**config.mk**
```make
export PLATFORM = sky130hd
export DESIGN_NAME = rpmb_bus_bridge
export DESIGN_NICKNAME = d
export VERILOG_FILES = /design/src/rtl/rpmb_pkg.sv /design/src/rtl/rpmb_sync.sv /design/src/rtl/rpmb_bus_bridge.sv
export SDC_FILE = /design/constraint.sdc
export NUM_CORES = 1
export LEC_CHECK = 0
export CAP_MARGIN = 10
export CORE_ASPECT_RATIO = 0.9
export CORE_MARGIN = 3
export CORE_UTILIZATION = 42
export DETAILED_ROUTE_END_ITERATION = 8
export PLACE_DENSITY = 0.72
export SLEW_MARGIN = 10
export SYNTH_ARGS = -nofsm -noshare
export SYNTH_HDL_FRONTEND = slang
export SYNTH_SLANG_ARGS = --single-unit
```
**constraint.sdc**
```tcl
create_clock -name clk -period 1.6 [get_ports clk]
set_input_delay 0.48 -clock clk [delete_from_list [all_inputs] [get_ports clk]]
set_output_delay 0.48 -clock clk [all_outputs]
set_load 0.005 [all_outputs]
```
**src/rtl/rpmb_pkg.sv**
```systemverilog
`default_nettype none
// ============================================================================
// rpmb_pkg : shared encodings for the MSX-to-host bus bridge.
// Revision : 1.0
// ============================================================================
package rpmb_pkg;

    localparam logic [1:0] REG_CS1  = 2'd0;
    localparam logic [1:0] REG_CS2  = 2'd1;
    localparam logic [1:0] REG_CS12 = 2'd2;
    localparam logic [1:0] REG_IO   = 2'd3;

    typedef enum logic [1:0] {
        IDLE = 2'd0,
        REQ  = 2'd1,
        HOLD = 2'd2
    } state_t;

    // Wide enough for any DATA_W in use; sliced down at the point of use.
    localparam logic [63:0] TIMEOUT_RDATA = '1;

endpackage
`default_nettype wire

```
**src/rtl/rpmb_sync.sv**
```systemverilog
`default_nettype none
// ============================================================================
// rpmb_sync : STAGES-deep single-bit synchroniser with selectable reset value.
// Revision  : 1.0
// ============================================================================
module rpmb_sync #(
    parameter int   STAGES    = 2,
    parameter logic RESET_VAL = 1'b1
) (
    input  logic clk,
    input  logic reset,
    input  logic d,
    output logic q
);

    logic [STAGES-1:0] r_chain;

    always_ff @(posedge clk) begin
        if (reset) begin
            r_chain <= {STAGES{RESET_VAL}};
        end else begin
            r_chain <= {r_chain[STAGES-2:0], d};
        end
    end

    assign q = r_chain[STAGES-1];

endmodule
`default_nettype wire

```
**src/rtl/rpmb_bus_bridge.sv**
```systemverilog
`default_nettype none
// ============================================================================
// rpmb_bus_bridge : MSX cartridge bus to host req/ack bridge with WAIT control.
// Optional I/O-cycle forwarding enabled by defining RPMB_IO_EN.
// Revision        : 1.0
// ============================================================================
module rpmb_bus_bridge
    import rpmb_pkg::*;
#(
    parameter int ADDR_W      = 16,
    parameter int DATA_W      = 8,
    parameter int SYNC_STAGES = 2,
    parameter int TIMEOUT_CYC = 255
) (
    input  logic              clk,
    input  logic              reset,
    input  logic [ADDR_W-1:0] msx_a,
    input  logic [DATA_W-1:0] msx_d_in,
    output logic [DATA_W-1:0] msx_d_out,
    output logic              msx_d_oe,
    input  logic              msx_rd_n,
    input  logic              msx_wr_n,
    input  logic              msx_iorq_n,
    input  logic              msx_mreq_n,
    input  logic              msx_cs1_n,
    input  logic              msx_cs2_n,
    input  logic              msx_cs12_n,
    output logic              msx_wait_n,
    output logic              host_req,
    output logic              host_rw,
    output logic [1:0]        host_region,
    output logic [ADDR_W-1:0] host_addr,
    output logic [DATA_W-1:0] host_wdata,
    input  logic [DATA_W-1:0] host_rdata,
    input  logic              host_ack,
    output logic              timeout_flag
);

    localparam int          c_ix_rd    = 0;
    localparam int          c_ix_wr    = 1;
    localparam int          c_ix_cs1   = 2;
    localparam int          c_ix_cs2   = 3;
    localparam int          c_ix_cs12  = 4;
    localparam logic [15:0] c_cnt_last = 16'(TIMEOUT_CYC - 1);
`ifdef RPMB_IO_EN
    localparam int          c_ix_iorq  = 5;
    localparam int          c_n_ctrl   = 6;
`else
    localparam int          c_n_ctrl   = 5;
`endif

    logic [c_n_ctrl-1:0] w_ctrl_raw;
    logic [c_n_ctrl-1:0] w_ctrl_sync;
    logic                unused_inputs;

`ifdef RPMB_IO_EN
    assign w_ctrl_raw    = {msx_iorq_n, msx_cs12_n, msx_cs2_n, msx_cs1_n, msx_wr_n, msx_rd_n};
    assign unused_inputs = msx_mreq_n;
`else
    assign w_ctrl_raw    = {msx_cs12_n, msx_cs2_n, msx_cs1_n, msx_wr_n, msx_rd_n};
    assign unused_inputs = msx_mreq_n & msx_iorq_n;
`endif

    for (genvar gi = 0; gi < c_n_ctrl; gi++) begin : g_sync
        rpmb_sync #(
            .STAGES    (SYNC_STAGES),
            .RESET_VAL (1'b1)
        ) u_sync (
            .clk   (clk),
            .reset (reset),
            .d     (w_ctrl_raw[gi]),
            .q     (w_ctrl_sync[gi])
        );
    end

    state_t            r_state, w_state_next;
    logic [15:0]       r_cnt, w_cnt_next;
    logic              r_pending, w_pending_next;
    logic              r_strobe_prev;
    logic              r_req, w_req_next;
    logic              r_rw, w_rw_next;
    logic              r_wait_n, w_wait_n_next;
    logic              r_oe, w_oe_next;
    logic              r_to, w_to_next;
    logic [1:0]        r_region, w_region_next;
    logic [ADDR_W-1:0] r_addr, w_addr_next;
    logic [DATA_W-1:0] r_wdata, w_wdata_next;
    logic [DATA_W-1:0] r_dout, w_dout_next;

    logic              w_idle_strobe;
    logic              w_fall;
    logic              w_sel;
    logic              w_start_cand;
    logic [1:0]        w_region;
    logic [ADDR_W-1:0] w_addr;

    // High while neither read nor write strobe is active.
    assign w_idle_strobe = w_ctrl_sync[c_ix_rd] & w_ctrl_sync[c_ix_wr];
    assign w_fall        = r_strobe_prev & ~w_idle_strobe;
    // A start seen while the host still holds ack is remembered until ack drops.
    assign w_start_cand  = (w_fall | r_pending) & ~w_idle_strobe & w_sel;

    always_comb begin
        w_region = REG_CS1;
        w_addr   = msx_a;
        w_sel    = 1'b1;
        if (!w_ctrl_sync[c_ix_cs1]) begin
            w_region = REG_CS1;
        end else if (!w_ctrl_sync[c_ix_cs2]) begin
            w_region = REG_CS2;
        end else if (!w_ctrl_sync[c_ix_cs12]) begin
            w_region = REG_CS12;
`ifdef RPMB_IO_EN
        end else if (!w_ctrl_sync[c_ix_iorq]) begin
            w_region = REG_IO;
            w_addr   = ADDR_W'(msx_a[7:0]);
`endif
        end else begin
            w_sel    = 1'b0;
        end
    end

    always_comb begin
        w_state_next   = r_state;
        w_cnt_next     = r_cnt;
        w_pending_next = 1'b0;
        w_req_next     = r_req;
        w_rw_next      = r_rw;
        w_wait_n_next  = r_wait_n;
        w_oe_next      = r_oe;
        w_to_next      = 1'b0;
        w_region_next  = r_region;
        w_addr_next    = r_addr;
        w_wdata_next   = r_wdata;
        w_dout_next    = r_dout;
        case (r_state)
            IDLE: begin
                w_pending_next = w_start_cand & host_ack;
                if (w_start_cand && !host_ack) begin
                    w_addr_next   = w_addr;
                    w_region_next = w_region;
                    w_rw_next     = ~w_ctrl_sync[c_ix_wr];
                    if (!w_ctrl_sync[c_ix_wr]) begin
                        w_wdata_next = msx_d_in;
                    end
                    w_req_next    = 1'b1;
                    w_wait_n_next = 1'b0;
                    w_cnt_next    = '0;
                    w_state_next  = REQ;
                end
            end
            REQ: begin
                w_cnt_next = r_cnt + 16'd1;
                if (host_ack || r_cnt == c_cnt_last) begin
                    w_req_next    = 1'b0;
                    w_wait_n_next = 1'b1;
                    if (!r_rw) begin
                        w_dout_next = host_ack ? host_rdata : TIMEOUT_RDATA[DATA_W-1:0];
                        w_oe_next   = 1'b1;
                    end
                    w_to_next     = ~host_ack;
                    w_state_next  = HOLD;
                end
            end
            HOLD: begin
                if (w_idle_strobe) begin
                    w_oe_next    = 1'b0;
                    w_state_next = IDLE;
                end
            end
            default: w_state_next = IDLE;
        endcase
    end

    always_ff @(posedge clk) begin
        if (reset) begin
            r_state       <= IDLE;
            r_cnt         <= '0;
            r_pending     <= 1'b0;
            r_strobe_prev <= 1'b1;
            r_req         <= 1'b0;
            r_rw          <= 1'b0;
            r_wait_n      <= 1'b1;
            r_oe          <= 1'b0;
            r_to          <= 1'b0;
            r_region      <= REG_CS1;
            r_addr        <= '0;
            r_wdata       <= '0;
            r_dout        <= '0;
        end else begin
            r_state       <= w_state_next;
            r_cnt         <= w_cnt_next;
            r_pending     <= w_pending_next;
            r_strobe_prev <= w_idle_strobe;
            r_req         <= w_req_next;
            r_rw          <= w_rw_next;
            r_wait_n      <= w_wait_n_next;
            r_oe          <= w_oe_next;
            r_to          <= w_to_next;
            r_region      <= w_region_next;
            r_addr        <= w_addr_next;
            r_wdata       <= w_wdata_next;
            r_dout        <= w_dout_next;
        end
    end

    assign msx_d_out    = r_dout;
    assign msx_d_oe     = r_oe;
    assign msx_wait_n   = r_wait_n;
    assign host_req     = r_req;
    assign host_rw      = r_rw;
    assign host_region  = r_region;
    assign host_addr    = r_addr;
    assign host_wdata   = r_wdata;
    assign timeout_flag = r_to;

endmodule
`default_nettype wire

```
==> flow_summary.json, run 1 <==
{
  "instances_no_fill": 512,
  "cts_buffer_depth": 2,
  "run_status": "complete, but fails checks",
  "p_per_area_mw_per_mm2": 776,
  "clkSinkCount": 69,
  "async_reset_ff_share_pct": 0,
  "grt_max_degree": 22,
  "maxCapViolCount": 0,
  "total_power_mw": 3.23,
  "drt_iter0_markers": 112,
  "hold_path.class": "register to register",
  "path_max_fanout": 9,
  "crit_path_end_kind": "register",
  "crit_type": "input port to register",
  "nets": 464,
  "yosysTopAreaCell": "dfxtp_1",
  "die_w_um": 91.5,
  "drive_gt1_share_pct": 25.2,
  "gr-total-overflow": 0,
  "synth_seq_cells": 69,
  "worstMarginPinSlew_ns": 0.396,
  "setup_viol": 8,
  "synth-edff-count": 0,
  "crit_arrival_ns": 1.86,
  "fmax_ghz": 0.616,
  "slew_violations": 0,
  "timing.setup.tns_ns": -0.117,
  "fp.coreArea_mm2": 0.00625,
  "slew_headroom_pct": 73.4,
  "period_share_pct": 102,
  "antenna_found_initial": 0,
  "setup_slack_ns": -0.0243,
  "syn2layout_area_growth_pct": 50.5,
  "clock_latency_ns": 0.35,
  "cts_buffers": 9,
  "dpl_cell_area_mm2": 0.00385,
  "rsz0062_at_grt": "true",
  "p_leak_nw": 1.66,
  "ys_types": 44,
  "hold_viol_final": 0,
  "synth_flop_cell": "dfxtp_1",
  "fin_crit_ns": 1.62,
  "grt_pass1_vias": 2551,
  "grt_first_pass_wirelength_mm": 11.8,
  "yosysTopAreaCellShare_pct": 50.0,
  "avgRoutedWirePerCell_um": 13.8,
  "violations": "setup timing",
  "whs_ns": 0.410,
  "clk_pin_slew_ns": 0.07,
  "placedCellCount": 490,
  "post-dp-hpwl_mm": 5.07,
  "die_y_um": 83.0,
  "ys_top_cells_by_count": "dfxtp_1 (69), nand2_1 (44), a21oi_1 (38)",
  "syn_area_mm2": 0.00277,
  "via_per_inst": 5.12,
  "final_area_mm2": 0.00416,
  "cts_tree": "built",
  "pre_cts_ws_ns": -0.563,
  "synth_most_common_cell": "dfxtp_1",
  "synth.area.top_cells": "dfxtp_1 (50%), a21oi_1 (6.9%), nand2_1 (6.0%), nor2_1 (4.2%), mux2i_1 (2.9%)",
  "drc": 0,
  "clock_skew_ns": 0.00650,
  "io_pins": 81,
  "drt-pass1-iter-count": 4,
  "die-area_mm2": 0.00759,
  "utilization_pct": 66.6,
  "yosys_warnings": 0,
  "critPathLaunchType": "input port",
  "cp.required_ns": 1.83,
  "synth.net_count": 351,
  "route.vias.total": 2623,
  "htree_levels": 3,
  "start_util_pct": 44.2,
  "cts-root-buf": "clkbuf_8",
  "wl_mm": 7.07,
  "syn_inst": 307,
  "drtAntennaViolNets": 0,
  "diodes": 0,
  "ir_drop_mv": 0.602,
  "place.gp.congestion": 0.827,
  "rows": 27,
  "grt_usage_pct": 19.1,
  "syn_area_per_cell_um2": 9.01,
  "yosysSeqAreaShare_pct": 50.0,
  "port_buffers": 78
}
==> what timing repair did <==
item | in CTS | in global routing
cloned | 0 | 1
hold buffers | 0 | 0
setup buffers | 3 | 2
pin swaps | 2 | 4
endpoints found under the setup margin | 92 | 36
resized for setup | 55 | 29
==> cell type report <==
cell class	instances	area [um2]
fill	527	2090
sequential	69	1400
multi-input combinational	217	1390
timing repair buffer	121	1090
clock buffer	9	124
tap	87	109
clock inverter	7	42.5
inverter	2	7.51
==> registers in the layout, summed over array words and instances, names as in the netlist <==
register	flops
r_cnt	16
host_rw	1
g_sync.u_sync.r_chain	10
host_req	1
host_wdata	8
msx_d_oe	1
host_region	2
timeout_flag	1
r_strobe_prev	1
r_pending	1
host_addr	16
msx_d_out	8
msx_wait_n	1
r_state	2
==> cells in the final DEF, fill, tap and decap left out, types with 2 or more instances in the layout <==
cell and n:
clkbuf_8 9, a41oi_1 3, nand2_1 42, o211ai_1 4
nand3b_1 3, nand2_2 2, or4_1 2, clkinv_2 5
nor2_1 31, and3_4 3, clkinv_4 2, and4bb_2 2
nand2b_1 8, dfxtp_2 10, and2_1 2, o21ai_0 3
and4b_1 2, a21oi_1 32, a21oi_2 6, clkdlybuf4s50_1 37
or4_4 2, buf_4 36, o21ai_1 2, dlygate4sd2_1 39
nor3_1 5, mux2i_1 8, dfxtp_1 58, a31oi_1 4
or3_1 2, inv_1 2, a21o_1 2, buf_6 5
nand4_1 4, a311oi_1 5, or2_2 11, nand3_1 7
buf_12 2
==> per-layer routing <==
| metal | GRT usage (%) | vias to the layer above | share of wire (%) |
|---|---|---|---|
| met1 | 25.4 | 1221 | 48 |
| met4 | 5.34 | 0 | 1.3 |
| met3 | 6.07 | 9 | 5.3 |
| met2 | 29.7 | 84 | 45 |
| met5 | 0 | - | 0 |
| li1 | - | 1309 | - |
==> cell families (layout without fill, tap and decap cells) <==
logic type	Yosys count	after routing	share of synthesized area [%]
buf+inv	21	139	3.94
fa+ha+maj	2	2	0.905
compound gates	69	69	16.2
simple gates	138	138	26.1
flops	69	69	50.0
mux	8	8	2.90
==> final timing paths <==
| path | start | endpoint | slack [ns] | cells past startpoint |
|---|---|---|---|---|
| worst max-delay path | host_ack | host_wdata[3]$_SDFFE_PP0P_ | -0.02 | 7 |
| worst min-delay path | g_sync[4].u_sync.r_chain[0]$_SDFF_PP1_ | g_sync[4].u_sync.r_chain[1]$_SDFF_PP1_ | 0.41 | 1 |
| worst max register to register | g_sync[1].u_sync.r_chain[1]$_SDFF_PP1_ | host_wdata[3]$_SDFFE_PP0P_ | -0.02 | 6 |
| worst min register to register | g_sync[4].u_sync.r_chain[0]$_SDFF_PP1_ | g_sync[4].u_sync.r_chain[1]$_SDFF_PP1_ | 0.41 | 1 |
==> power by group <==
part           switching (mW)  total (mW)  internal, mW
logic                   0.103       0.262         0.159
clock network           0.653        1.20         0.552
registers              0.0150        1.76          1.75
total                   0.771        3.23          2.46
==> worst max-delay path, stage by stage <==
cell             delay, ns
clkdlybuf4s15_1       0.24
a2111oi_4             0.30
buf_4                 0.19
and4b_1               0.25
buf_12                0.15
mux2i_1               0.19
nor2_1                0.05
Note: power is estimated with default switching activity, not from simulation.
==> run 2, diff against run 1 <==
- CORE_MARGIN: 3 -> 5
- SLEW_MARGIN: 10 -> 20
==> run 2 against run 1 <==
Net effect: the flow now finishes without violations; core utilization decreased by 0.58 points; clock skew is 0.0034 ns higher; critical path depth shrank 1; final area grew 2.8%; non-clock buffer count is 2 lower; cell count grew 0.20%; die area rose by 9.4%.
==> flow_summary.json, run 2 (synthesized netlist as in run 1, its figures left out) <==
{
  "p_leak_nw": 1.72,
  "slew_headroom_pct": 76.7,
  "power_switching_mw": 0.794,
  "ir_drop_mv": 0.480,
  "rows": 28,
  "htree_levels": 3,
  "via_per_inst": 5.09,
  "crit_arrival_ns": 1.86,
  "final_cell_mix": "dfxtp_1 (55), dlygate4sd2_1 (39), nand2_1 (37), clkdlybuf4s50_1 (37), buf_4 (33)",
  "fmax_ghz": 0.632,
  "run_status": "finished clean",
  "clock_skew_ns": 0.00992,
  "total_power_mw": 3.50,
  "diodes": 0,
  "antenna_found_initial": 0,
  "grt_max_degree": 26,
  "internal_power_mw": 2.71,
  "clk_pin_slew_ns": 0.08,
  "rr_worst_depth": 6,
  "die-area_mm2": 0.00831,
  "p_per_area_mw_per_mm2": 818,
  "drt_iter0_markers": 140,
  "utilization_pct": 66.0,
  "dpl_cell_area_mm2": 0.00382,
  "place.gp.congestion": 0.907,
  "fp.coreArea_mm2": 0.00648,
  "hold_viol_final": 0,
  "wl_mm": 7.60,
  "grt_pass1_vias": 2528,
  "nFillCells": 545,
  "start_util_pct": 42.7,
  "fin_crit_ns": 1.58,
  "hold_path.class": "register to register",
  "seqPwrFrac_pct": 50.3,
  "clkSinkCount": 69,
  "clock_latency_ns": 0.34,
  "switching_share_pct": 22.7,
  "clock_power_share_pct": 42.0,
  "pwr-share-comb_pct": 7.7,
  "crit_type": "register to register",
  "layout_commonest_cell": "dfxtp_1",
  "period_share_pct": 99.0,
  "cts_tree": "built",
  "grt_first_pass_wirelength_mm": 11.9,
  "route.vias.total": 2612,
  "avgRoutedWirePerCell_um": 14.8,
  "maxCapViolCount": 0,
  "cp.required_ns": 1.88,
  "worstMarginPinSlew_ns": 0.345,
  "path_max_fanout": 8,
  "die_w_um": 95.5,
  "gr-total-overflow": 0,
  "port_buffers": 78,
  "drtAntennaViolNets": 0,
  "io_pins": 81,
  "cts-root-buf": "clkbuf_8",
  "slew_violations": 0,
  "nets": 462,
  "drt-pass1-iter-count": 4,
  "hold_depth": 1,
  "rsz0062_at_grt": "true",
  "whs_ns": 0.406,
  "post-dp-hpwl_mm": 5.25,
  "grt_usage_pct": 18.1,
  "drc": 0,
  "setup_viol": 0,
  "critPathLaunchType": "register",
  "crit_path_end_kind": "register",
  "cts_buffer_depth": 2,
  "syn2layout_area_growth_pct": 54.7,
  "final_area_mm2": 0.00428,
  "die_y_um": 87.0,
  "cts_buffers": 9,
  "drive_gt1_share_pct": 27.9
}
run 2: power groups by stage:
stage | Combinational, mW | Clock, mW | Sequential [mW]
floorplan | 0.0861 | 0 | 1.80
CTS | 0.248 | 1.50 | 1.76
detailed placement | 0.254 | 0 | 1.80
global route | 0.292 | 1.58 | 1.76
global placement | 0.252 | 0 | 1.80
finish | 0.270 | 1.47 | 1.76
run 2: cell type report:
class                           count  area, um2  share of cell area, %
Timing Repair Buffer              119       1110                   25.9
Clock inverter                      5       58.8                   1.37
Sequential cell                    69       1410                   32.9
Inverter                            2       7.51                  0.175
Multi-Input combinational cell    217       1430                   33.5
Tap cell                           90        113                   2.63
Clock buffer                       11        151                   3.54
run 2: path summary, 6_finish.rpt:
path | slack, ns | end | start
min | 0.41 | g_sync[0].u_sync.r_chain[1]$_SDFF_PP1_ | g_sync[0].u_sync.r_chain[0]$_SDFF_PP1_
max | 0.02 | host_addr[2]$_SDFFE_PP0P_ | g_sync[1].u_sync.r_chain[1]$_SDFF_PP1_
max reg2reg | 0.02 | host_addr[2]$_SDFFE_PP0P_ | g_sync[1].u_sync.r_chain[1]$_SDFF_PP1_
min reg2reg | 0.41 | g_sync[0].u_sync.r_chain[1]$_SDFF_PP1_ | g_sync[0].u_sync.r_chain[0]$_SDFF_PP1_
run 2: critical path, cell delays in order (launching register included):
cell and delay, ns:
dfxtp_2 0.35, a2111oi_4 0.36, buf_4 0.19, and3_4 0.25, clkbuf_16 0.18, nand2_1 0.07, a21oi_2 0.12
run 2: through the flow:
step           setup TNS (ns)  worst slack (ns)  std cells
5_1_grt                -0.498           -0.0359        513
3_3_place_gp           -25.09            -0.571        488
6_report                    0            0.0168        513
4_1_cts              -0.00685          -0.00685        507
3_5_place_dp           -26.46            -0.596        488
2_1_floorplan               0            0.0789        307
run 2: timing repair:
item	4_1_cts	5_1_grt
hold buffers	0	0
hold endpoints to repair	0	0
setup buffers	2	4
cloned	1	2
endpoints found under the setup margin	89	47
gates resized for setup	55	48
pin swaps	3	19
run 2: metal layers:
metal / global-route usage, % / share of wire [%] / vias up / wire length, um
met1: 23.0 / 43 / 1216 / 3290
li1: - / - / 1306 / -
met4: 6.85 / 0.74 / 0 / 56
met3: 5.45 / 6.3 / 5 / 476
met2: 29.0 / 50 / 85 / 3780
met5: 0 / 0 / - / 0
==> RTL change 1: new RTL, settings of run 2 <==
`RESET_VAL` is set to 1'b1 in 2 places; all go to 1'b0.
--- a/src/rtl/rpmb_sync.sv
+++ b/src/rtl/rpmb_sync.sv
@@ -6,5 +6,5 @@
 module rpmb_sync #(
     parameter int   STAGES    = 2,
-    parameter logic RESET_VAL = 1'b1
+    parameter logic RESET_VAL = 1'b0
 ) (
     input  logic clk,
--- a/src/rtl/rpmb_bus_bridge.sv
+++ b/src/rtl/rpmb_bus_bridge.sv
@@ -65,5 +65,5 @@
         rpmb_sync #(
             .STAGES    (SYNC_STAGES),
-            .RESET_VAL (1'b1)
+            .RESET_VAL (1'b0)
         ) u_sync (
             .clk   (clk),
Formal check against the unedited RTL: not equivalent (Yosys sat finds a counterexample within 4 cycles, from zero or initial values and one cycle with reset high).
==> RTL change 1 against run 2 <==
- hold slack better by 0.035 ns
- count of clock-buffer cells in the layout down 1
- sequential power up 5%
- routed wire length up 0.68%
- design area down 1.5%
- clock power down 3%
- critical path type unchanged
- sequential cell count unchanged
- power up 7.5%
- setup slack worse by 0.036 ns
- the run now ends with negative setup slack left
- largest power group unchanged
- via count up 4.6%
- synthesized cell count up 3.3%
- synthesized area down 0.36%
==> RTL change 1: results <==
placed_design:
  dpl-instance-area_um2: 3910
  place_ws_ns: -0.438
  dp_hpwl_mm: 5.34
  place.detailed.instances: 509
  gp_congestion: 0.866
synthesis:
  yosysUniqueCellTypes: 41
  synthTopCellsByArea: "dfxtp_1 (50%), a21oi_1 (8.0%), nand2_1 (7.5%)"
  synthMuxAreaShare_pct: 0
  synth_top_area_share_pct: 50.1
  synthCells: 317
  synth_commonest_cells: "dfxtp_1 (69), nand2_1 (55), a21oi_1 (44)"
  yosysSeqAreaShare_pct: 50.1
  yosys.area_share.adder_pct: 0.908
  syn-num-nets: 361
  synth-compound-area-share_pct: 18.7
timing:
  clock-skew-final_ns: 0.00875
  slew_headroom_pct: 77.2
  layout_setup_ws_ns: -0.0190
  setup_viol: 3
  final.setup.tns_ns: -0.0413
global_route:
  grt_util_met2_pct: 29.1
  grtUsageTotal_pct: 18.3
  grt_max_degree: 70
  grt_pass1_vias: 2539
  overflow: 0
  antenna_found_initial: 0
  grt_pass1_wl_mm: 11.9
  met1_usage_pct: 23.6
  grt_use_met3_pct: 5.12
route:
  met2_length_mm: 3.73
  wl_met1_mm: 3.24
  drt_wl_total_mm: 7.65
  wl_met3_um: 545
  vias_per_cell: 5.19
worst_setup_path:
  path_delay_family: "simple AND/OR/NAND/NOR gates"
  r2r-end: "msx_d_out[1]$_SDFFE_PP0P_"
  worstPathArrival_ns: 1.91
  worstReg2RegStart: "r_cnt[0]$_SDFFE_PP0P_"
  cp_max_fo: 4
  slowest_stage: "or4_4"
  slowest_delay_ns: 0.49
power:
  clk-power_mw: 1.42
  p_seq_share_pct: 48.8
  ir_worst_vdd_uv: 697
  switching_share_pct: 24.8
  cellLeakagePower_nw: 1.72
  p_per_area_nw_per_um2: 894
run_status:
  status: "finished, violations left"
  violations: "negative setup slack"
layout:
  drive_above_1_share_pct: 24.1
  fin_nets: 475
  finalNonFillerCells: 526
clock_network:
  clk_latency_ns: 0.35
  ctsResizeCount: 54
RTL change 1: changes by cell type in the layout (fill, tap and decap cells not counted), sizes merged, moves of 7 or more:
cell,delta
or2,-10
o21ai,+7
nand2,+11
mux2i,-8
buf,+7
nor2,-9
nor2b,+10
RTL change 1: cell type report:
cell class | instances | area [um^2]
tap | 90 | 113
multi-input combinational | 225 | 1370
inverter | 2 | 7.51
clock inverter | 6 | 62.6
sequential | 69 | 1410
timing repair buffer | 124 | 1110
clock buffer | 10 | 138
fill | 557 | 2270
RTL change 1: logic make-up after synthesis:
logic type / Yosys count
compound gates: 83
fa+ha+maj: 2
buf+inv: 24
flops: 69
simple gates: 139
RTL change 1: worst min-delay path by stage:
| stage | startpoint | to | slack, ns | cells after the start |
|---|---|---|---|---|
| global placement | g_sync[2].u_sync.r_chain[0]$_SDFF_PP0_ | g_sync[2].u_sync.r_chain[1]$_SDFF_PP0_ | 0.42 | 1 |
| floorplan | g_sync[0].u_sync.r_chain[0]$_SDFF_PP0_ | g_sync[0].u_sync.r_chain[1]$_SDFF_PP0_ | 0.41 | 1 |
| finish | g_sync[0].u_sync.r_chain[0]$_SDFF_PP0_ | g_sync[0].u_sync.r_chain[1]$_SDFF_PP0_ | 0.44 | 1 |
| global route | g_sync[0].u_sync.r_chain[0]$_SDFF_PP0_ | g_sync[0].u_sync.r_chain[1]$_SDFF_PP0_ | 0.45 | 1 |
| detailed placement | g_sync[3].u_sync.r_chain[0]$_SDFF_PP0_ | g_sync[3].u_sync.r_chain[1]$_SDFF_PP0_ | 0.42 | 1 |
| CTS | g_sync[4].u_sync.r_chain[0]$_SDFF_PP0_ | g_sync[4].u_sync.r_chain[1]$_SDFF_PP0_ | 0.44 | 1 |
==> RTL change 2: new RTL, flow settings as in run 2 <==
Made on the original files. Remove the register `r_to`: a continuous assignment takes its place, so the output `timeout_flag` follows one clock earlier.
--- a/src/rtl/rpmb_bus_bridge.sv
+++ b/src/rtl/rpmb_bus_bridge.sv
@@ -183,5 +183,4 @@
             r_wait_n      <= 1'b1;
             r_oe          <= 1'b0;
-            r_to          <= 1'b0;
             r_region      <= REG_CS1;
             r_addr        <= '0;
@@ -197,5 +196,4 @@
             r_wait_n      <= w_wait_n_next;
             r_oe          <= w_oe_next;
-            r_to          <= w_to_next;
             r_region      <= w_region_next;
             r_addr        <= w_addr_next;
@@ -204,4 +202,6 @@
         end
     end
+
+    assign r_to = w_to_next;
 
     assign msx_d_out    = r_dout;
Check against the original RTL: no difference found for any inputs over 10 cycles, from zero or initial values and one cycle with reset high; that may be too few to reach the edited logic, so the function may still have changed.
==> RTL change 2 against run 2 <==
- the run now ends with negative setup slack left
- routed wire length increased by 18%
- design area rose by 8.0%
- hold slack barely moved
- count of clock-buffer cells in the layout increased by 1
- power down 6.8%
- setup slack got worse by 0.38 ns
- clock skew fell by 0.0033 ns
- sequential cell count fell by 1
- first-iteration DRC count grew 32%
- synthesized area decreased by 3.1%
- critical path type is now reg -> out
- largest power group unchanged
==> RTL change 2: results <==
layout:
  num-nonclk-inverters: 4
  multi_input_cells: 200
  buffer_area_share_pct: 27.4
  multi_input_area_share_pct: 36.7
  drive_above_1_share_pct: 44.6
  seqCellArea_um2: 1370
  n_all_buffers: 133
  clockNetworkAreaShare_pct: 3.41
  fin_nets: 460
route:
  drt-initial-drc-count: 185
  drt_wl_total_mm: 8.95
worst_setup_path:
  worstPathArrival_ns: 1.48
  cp_max_fo: 2
  reg2reg_slack_ns: -0.10
  worstReg2RegStart: "r_state[0]$_SDFFE_PP0P_"
  crit_start: "r_cnt[13]$_SDFFE_PP0P_"
  crit_end: "timeout_flag"
timing:
  layout_setup_ws_ns: -0.362
  slew_headroom_pct: 73.3
  clock-skew-final_ns: 0.00666
  setup_viol: 32
  final.setup.tns_ns: -1.31
run_status:
  violations: "negative setup slack"
  status: "finished, violations left"
power:
  p_switching_mw: 0.772
  powerComb_mw: 0.336
min_path:
  hold_start: "g_sync[3].u_sync.r_chain[0]$_SDFF_PP1_"
  min_to: "g_sync[3].u_sync.r_chain[1]$_SDFF_PP1_"
synthesis:
  synth_xor_xnor_area_share_pct: 0.981
  synthMuxAreaShare_pct: 0
  synthTopCellsByArea: "dfxtp_1 (51%), nand2_1 (7.4%), a21oi_1 (6.4%)"
  yosys.area_share.adder_pct: 0.934
  syn-num-nets: 332
  synth-compound-area-share_pct: 19.6
  yosysSeqAreaShare_pct: 50.8
global_route:
  grt_pass1_wl_mm: 12.1
  grt_pass1_vias: 2550
clock_network:
  ctsResizeCount: 94
  cts_setup_buffers: 10
floorplanning:
  core_area_um2: 6150
placed_design:
  gp_congestion: 0.794
  dp_hpwl_mm: 4.98
  dpl-instance-area_um2: 3820
## RTL change 2: cell count changes in the layout (fill, tap and decap cells not counted), sizes merged, moves of 4 or more
cell    before  now
mux2i        8    0
buf         40   56
a21oi       38   34
or4          4    0
nand2       44   53
nand2b       9    3
o221a        0    8
o21ai        5   12
nor2        31   12
## RTL change 2: metrics by stage
step                setup slack (ns)  cells  utilization [%]
CTS                           -0.382    501             68.7
detailed placement            -0.685    477             62.2
floorplan                    0.00295    288                -
finish                        -0.362    506             75.2
global route                  -0.431    506             75.2
global placement              -0.685    477             62.2
## RTL change 2: critical path: stages (launching register included)
cell     delay (ns)
dfxtp_2        0.33
nor4b_4        0.33
nand2_1        0.08
and4b_2        0.29
buf_2          0.12
## RTL change 2: metal layers
layer	vias to the layer above	global-route usage (%)	routed length (um)	part of all wire [%]
met4	0	6.30	95	1.1
met3	12	7.19	520	5.8
li1	1296	-	-	-
met5	-	0	0	0
met1	1324	22.7	3700	41
met2	92	32.7	4640	52
